File: src/rtl/jx2_gpr_scoreboard_pkg.sv
// jx2_gpr_scoreboard_pkg: shared register IDs, latency codes and counter width for the GPR scoreboard.
// JX2_SCB_TRACK_SPR_EN adds DLR/DHR/SP tracking slots.
package jx2_gpr_scoreboard_pkg;
  localparam int CNT_W = 3;
  localparam logic [5:0] JX2_GR_DLR = 6'h20;
  localparam logic [5:0] JX2_GR_DHR = 6'h21;
  localparam logic [5:0] JX2_GR_SP = 6'h22;
  localparam logic [5:0] JX2_GR_IMM = 6'h3E;
  localparam logic [5:0] JX2_GR_ZZR = 6'h3F;
  localparam logic [2:0] SCB_LAT_FWD = 3'd0;
  localparam logic [2:0] SCB_LAT_LOAD = 3'd7;
  localparam logic [CNT_W-1:0] SCB_CNT_LOAD = '1;
`ifdef JX2_SCB_TRACK_SPR_EN
  localparam int SCB_NSPR = 3;
`else
  localparam int SCB_NSPR = 0;
`endif
  // Latencies up to 1 forward from EX1, so they never occupy the register.
  function automatic logic [CNT_W-1:0] scbLatToCnt(input logic [2:0] lat);
    return (lat <= 3'd1) ? '0 : (lat == SCB_LAT_LOAD) ? SCB_CNT_LOAD : CNT_W'(lat - 3'd1);
  endfunction
endpackage

File: src/rtl/jx2_gpr_scoreboard_cell.sv
// jx2_scb_cell: one register's in-flight countdown with accept > ldDone > countdown priority.
module jx2_scb_cell
  import jx2_gpr_scoreboard_pkg::*;
(
  input  logic             clock,
  input  logic             reset,
  input  logic             hold,
  input  logic             accept,
  input  logic [CNT_W-1:0] acceptCnt,
  input  logic             ldDone,
  output logic [CNT_W-1:0] cnt,
  output logic             busy
);
  logic [CNT_W-1:0] cntNext;
  always_comb
    cntNext = accept ? acceptCnt
            : ldDone ? '0
            : (!hold && cnt != '0 && cnt != SCB_CNT_LOAD) ? cnt - CNT_W'(1)
            : cnt;
  always_ff @(posedge clock)
    if (reset) begin
      cnt <= '0;
      busy <= 1'b0;
    end else begin
      cnt <= cntNext;
      busy <= |cntNext;
    end
endmodule

File: src/rtl/jx2_gpr_scoreboard.sv
// jx2_gpr_scoreboard: issue interlock for the 3-lane GPR file; stalls on busy sources and WAW on pending loads.
// JX2_SCB_TRACK_SPR_EN adds DLR/DHR/SP tracking (busyMask bits 32..34).
module jx2_gpr_scoreboard
  import jx2_gpr_scoreboard_pkg::*;
#(
  parameter int NUM_GPR = 32,
  parameter int LD_TIMEOUT = 255
) (
  input  logic                        clock,
  input  logic                        reset,
  input  logic                        hold,
  input  logic [5:0]                  srcIdRs,
  input  logic [5:0]                  srcIdRt,
  input  logic [5:0]                  srcIdRu,
  input  logic [5:0]                  srcIdRv,
  input  logic [5:0]                  srcIdRx,
  input  logic [5:0]                  srcIdRy,
  input  logic                        issueValidA,
  input  logic                        issueValidB,
  input  logic                        issueValidC,
  input  logic [5:0]                  dstIdA,
  input  logic [5:0]                  dstIdB,
  input  logic [5:0]                  dstIdC,
  input  logic [2:0]                  dstLatA,
  input  logic [2:0]                  dstLatB,
  input  logic [2:0]                  dstLatC,
  input  logic                        ldDoneValid,
  input  logic [5:0]                  ldDoneId,
  output logic                        issueStall,
  output logic [NUM_GPR+SCB_NSPR-1:0] busyMask,
  output logic                        ldTimeout
);
  localparam int NTRK = NUM_GPR + SCB_NSPR;

  function automatic logic [5:0] slotId(input int i);
`ifdef JX2_SCB_TRACK_SPR_EN
    return (i == NUM_GPR) ? JX2_GR_DLR : (i == NUM_GPR + 1) ? JX2_GR_DHR
         : (i == NUM_GPR + 2) ? JX2_GR_SP : 6'(i);
`else
    return 6'(i);
`endif
  endfunction

  logic [CNT_W-1:0] cnt [NTRK];
  logic [NTRK-1:0] isLoad, srcBusy, dstLoad;
  logic acceptA, acceptB, acceptC, anyLoad;
  logic [CNT_W-1:0] latCntA, latCntB, latCntC;
  logic [7:0] toCnt;

  assign issueStall = |srcBusy || |dstLoad;
  assign acceptA = issueValidA && !issueStall && !hold;
  assign acceptB = issueValidB && !issueStall && !hold;
  assign acceptC = issueValidC && !issueStall && !hold;
  assign latCntA = scbLatToCnt(dstLatA);
  assign latCntB = scbLatToCnt(dstLatB);
  assign latCntC = scbLatToCnt(dstLatC);
  assign anyLoad = |isLoad;

  for (genvar g = 0; g < NTRK; g++) begin : gCell
    localparam logic [5:0] ID = slotId(g);
    logic hitA, hitB, hitC;
    assign hitA = acceptA && dstIdA == ID;
    assign hitB = acceptB && dstIdB == ID;
    assign hitC = acceptC && dstIdC == ID;
    jx2_scb_cell uCell (
      .clock     (clock),
      .reset     (reset),
      .hold      (hold),
      .accept    (hitA || hitB || hitC),
      .acceptCnt (hitC ? latCntC : hitB ? latCntB : latCntA),
      .ldDone    (ldDoneValid && ldDoneId == ID),
      .cnt       (cnt[g]),
      .busy      (busyMask[g])
    );
    assign isLoad[g] = cnt[g] == SCB_CNT_LOAD;
    assign srcBusy[g] = |cnt[g] && (srcIdRs == ID || srcIdRt == ID || srcIdRu == ID ||
                                    srcIdRv == ID || srcIdRx == ID || srcIdRy == ID);
    // A younger write must not land before the outstanding load overwrites it.
    assign dstLoad[g] = isLoad[g] && ((issueValidA && dstIdA == ID) ||
                                      (issueValidB && dstIdB == ID) ||
                                      (issueValidC && dstIdC == ID));
  end

  always_ff @(posedge clock)
    if (reset) begin
      toCnt <= '0;
      ldTimeout <= 1'b0;
    end else begin
      toCnt <= !anyLoad ? '0 : (!hold && toCnt != 8'(LD_TIMEOUT)) ? toCnt + 8'd1 : toCnt;
      ldTimeout <= ldTimeout || (anyLoad && !hold && toCnt == 8'(LD_TIMEOUT - 1));
    end
endmodule

File: config.mk
export PLATFORM = sky130hd
export DESIGN_NAME = jx2_gpr_scoreboard
export DESIGN_NICKNAME = d
export VERILOG_FILES = /design/src/rtl/jx2_gpr_scoreboard_pkg.sv /design/src/rtl/jx2_gpr_scoreboard_cell.sv /design/src/rtl/jx2_gpr_scoreboard.sv
export SDC_FILE = /design/constraint.sdc
export NUM_CORES = 1
export LEC_CHECK = 0
export ABC_AREA = 1
export ABC_CLOCK_PERIOD_IN_PS = 2200
export CORE_UTILIZATION = 30
export DETAILED_ROUTE_END_ITERATION = 16
export SYNTH_ARGS = -nofsm -noshare
export SYNTH_HDL_FRONTEND = slang
export SYNTH_SLANG_ARGS = --single-unit
File: constraint.sdc
create_clock -name clock -period 2.2 [get_ports clock]
set_clock_uncertainty 0.2 [all_clocks]
set_input_delay 0.22 -clock clock [delete_from_list [all_inputs] [get_ports clock]]
set_output_delay 0.22 -clock clock [all_outputs]
set_load 0.05 [all_outputs]
==> metrics.json <==
{
  "power_density_mw_per_mm2": 1120,
  "hold_ws_ns": 0.296,
  "clk_latency_ns": 0.50,
  "synth_top_cell_area_share_pct": 21.5,
  "synthesis.area_per_instance_um2": 5.44,
  "postSynth.topFlopCell": "sky130_fd_sc_hd__dfxtp_1",
  "violations_in_the_final_reports": "setup timing",
  "io-pin-count": 110,
  "wire_length_of_the_first_global_routing_pass_um": 114000,
  "ys_seq_elements": 137,
  "cap_viol_max_count": 0,
  "remaining_drc_errors": 0,
  "dp.final_hpwl_um": 57900,
  "grt.total_usage_pct": 26.1,
  "crit_required_ns": 2.44,
  "layout.core_utilization_pct": 49.1,
  "synth_area_leader_cell": "sky130_fd_sc_hd__nand2_1",
  "fillCellCount": 5509,
  "route.vias.total": 22378,
  "area_growth_pct": 61.0,
  "setup_violations": 137,
  "rows": 86,
  "final-seq-area_mm2": 0.00280,
  "detail_route.wl_per_cell_um": 17.6,
  "gp_routability_congestion": 1.03,
  "clk_pin_slew_ns": 0.06,
  "synth_sequential_area_ratio_pct": 16.3,
  "initial_utilization_pct": 30.5,
  "peakVddDrop_v": 0.000901,
  "coreArea_mm2": 0.0552,
  "synth.top_cells.by_count": "sky130_fd_sc_hd__nand2_1, sky130_fd_sc_hd__nand3_1, sky130_fd_sc_hd__inv_1",
  "grt_pass1_vias": 20527,
  "grt_overflow": 0,
  "leakagePower_uw": 0.0139,
  "pre_cts_slack_ns": -1.47,
  "synth_enable_flop_cells": 0,
  "worstSetupStartpointType": "primary input",
  "design.die.area_mm2": 0.0570,
  "finalWorstPathRequiredPeriod_ns": 2.86,
  "worstPathMaxFanout": 7,
  "die_width_um": 239,
  "grt_antenna_before_repair": 3,
  "max_clock_freq_mhz": 350,
  "htree_num_levels": 4,
  "cts_buffers": 17,
  "postSynthNetCount": 3271,
  "hold_class": "reg -> reg",
  "yosys.cell_count.top_type": "sky130_fd_sc_hd__nand2_1",
  "routed_wl_um": 77400,
  "finalHoldViolCount": 0,
  "cts.root.buffer_cell": "sky130_fd_sc_hd__clkbuf_16",
  "layout-drive-gt1-share_pct": 37.0,
  "cts_max_path_buffers": 2,
  "detail-route-antenna-nets": 0,
  "largest_net_degree_at_the_start_of_global_routing": 55,
  "critPathKind": "in -> reg",
  "syn_inst": 3089,
  "synth.cell_area_mm2": 0.0168,
  "yosys_warnings": 0,
  "clock_sinks": 137,
  "yosys-top-cells-area": "sky130_fd_sc_hd__nand2_1, sky130_fd_sc_hd__dfxtp_1, sky130_fd_sc_hd__nand3_1, sky130_fd_sc_hd__inv_1, sky130_fd_sc_hd__nor2_1",
  "setup-tns-final_ns": -66.72,
  "async_flop_share_pct": 0,
  "worst_ep_arrival_time_ns": 3.09,
  "die-height_um": 239,
  "run_status": "finished, violations left",
  "setup_slack_ns": -0.656,
  "final_nets": 3824,
  "detailedRoute.firstIterationViolations": 2196,
  "tritoncts": "built",
  "total_iterations_of_the_first_detailed_routing_run": 6,
  "slew_headroom_pct": 63.9,
  "total_area_of_multi_input_combinational_cells_mm2": 0.0146,
  "port-buffer-count": 109,
  "fin_crit_sh_pct": 130,
  "average_via_count_per_standard_cell": 5.08,
  "setup.worst_path.end_class": "register",
  "rsz_0062_raised_after_global_routing": "yes",
  "synthDistinctLibCells": 34,
  "worst_slew_pin_slew_ns": 0.539,
  "slew_violations": 0
}
cells by family (layout without fill, tap and decap cells):
kind of cell | count (synthesis) | in the layout | share of synthesized area [%]
compound gates | 107 | 107 | 3.44
xor+xnor | 50 | 50 | 2.60
fa+ha+maj | 106 | 106 | 7.89
buf+inv | 584 | 1143 | 14.4
flops | 137 | 137 | 16.3
other cells | 0 | 1 | 0
simple gates | 2105 | 2112 | 55.3
registers in the layout (all words and copies together), names as in the netlist:
name,cells
toCnt,8
gCell.uCell.busy,32
gCell.uCell.cnt,96
ldTimeout,1
timing repair:
action	CTS	global route
pin swaps	59	167
gates cloned	13	9
gates resized for setup	387	554
buffers inserted	22	32
setup endpoints to repair	138	137
hold buffers	0	0
metrics by stage:
| stage | total power (uW) | cell area (um^2) | cells |
|---|---|---|---|
| floorplan | 14100 | 17300 | 3089 |
| global placement | 20400 | 22900 | 4303 |
| detailed placement | 20400 | 22900 | 4303 |
| CTS | 27200 | 25100 | 4370 |
| global route | 32300 | 27100 | 4403 |
| finish | 30400 | 27100 | 4404 |
final timing paths:
path	from	end	slack [ns]	cells past startpoint
max	dstIdA[3]	gCell[29].uCell.busy	-0.66	25
min	ldTimeout	ldTimeout	0.30	2
max reg2reg	gCell[19].uCell.cnt[0]	gCell[29].uCell.busy	-0.65	21
min reg2reg	ldTimeout	ldTimeout	0.30	2
worst max-delay path, stage by stage:
cell and delay, ns:
sky130_fd_sc_hd__dlygate4sd2_1 0.37, sky130_fd_sc_hd__nand2_1 0.11, sky130_fd_sc_hd__inv_2 0.13, sky130_fd_sc_hd__nand2_1 0.11, sky130_fd_sc_hd__nor2_2 0.22, sky130_fd_sc_hd__nand2_1 0.08, sky130_fd_sc_hd__nand3_1 0.07, sky130_fd_sc_hd__nand2_1 0.07
sky130_fd_sc_hd__nand2_1 0.11, sky130_fd_sc_hd__nor2_1 0.07, sky130_fd_sc_hd__nand2_1 0.10, sky130_fd_sc_hd__nor2_4 0.05, sky130_fd_sc_hd__nand2_4 0.08, sky130_fd_sc_hd__nor2_4 0.05, sky130_fd_sc_hd__buf_8 0.14, sky130_fd_sc_hd__buf_12 0.13
sky130_fd_sc_hd__buf_16 0.15, sky130_fd_sc_hd__buf_8 0.14, sky130_fd_sc_hd__nand3_4 0.09, sky130_fd_sc_hd__nand3_4 0.12, sky130_fd_sc_hd__nor2_4 0.17, sky130_fd_sc_hd__nand2_1 0.08, sky130_fd_sc_hd__nand2_1 0.07, sky130_fd_sc_hd__nand2_1 0.06
sky130_fd_sc_hd__nand3_1 0.08
per-layer routing:
metal / track usage [%] / vias up / routed length [um]
met5: 0 / - / 21
met4: 14.6 / 4 / 4800
met3: 4.56 / 222 / 5690
met2: 43.2 / 877 / 35500
met1: 31.9 / 10228 / 31400
li1: - / 11047 / -
layout by cell type (no fill, tap or decap), types with 50 or more instances in the layout:
cell	Yosys	layout
sky130_fd_sc_hd__clkdlybuf4s50_1	0	50
sky130_fd_sc_hd__nand2_1	963	773
sky130_fd_sc_hd__nand3_4	1	68
sky130_fd_sc_hd__inv_1	431	313
sky130_fd_sc_hd__nand4_1	193	193
sky130_fd_sc_hd__nand3_1	523	383
sky130_fd_sc_hd__dfxtp_1	137	92
sky130_fd_sc_hd__nor2_4	0	65
sky130_fd_sc_hd__nand2_2	2	158
sky130_fd_sc_hd__buf_4	40	451
sky130_fd_sc_hd__nor2_2	5	86
sky130_fd_sc_hd__inv_2	7	116
sky130_fd_sc_hd__nor2_1	363	223
sky130_fd_sc_hd__ha_1	106	66
sky130_fd_sc_hd__buf_12	0	59
sky130_fd_sc_hd__nand3_2	27	101
cell type report:
type / count / share of cell area, %
clock buffer: 24 / 1.85
timing repair buffer: 671 / 23.8
tap: 748 / 3.46
inverter: 440 / 6.19
multi-input combinational: 2375 / 54.0
sequential: 137 / 10.3
clock inverter: 8 / 0.407
antenna: 1 / 0.00924
power by group:
part | switching (uW) | internal (uW) | leakage (uW)
combinational | 12200 | 10900 | 0.0124
sequential | 719 | 3550 | 0.00114
clock | 1240 | 1820 | 0.000293
No activity file was read; power rests on OpenSTA's default activity.
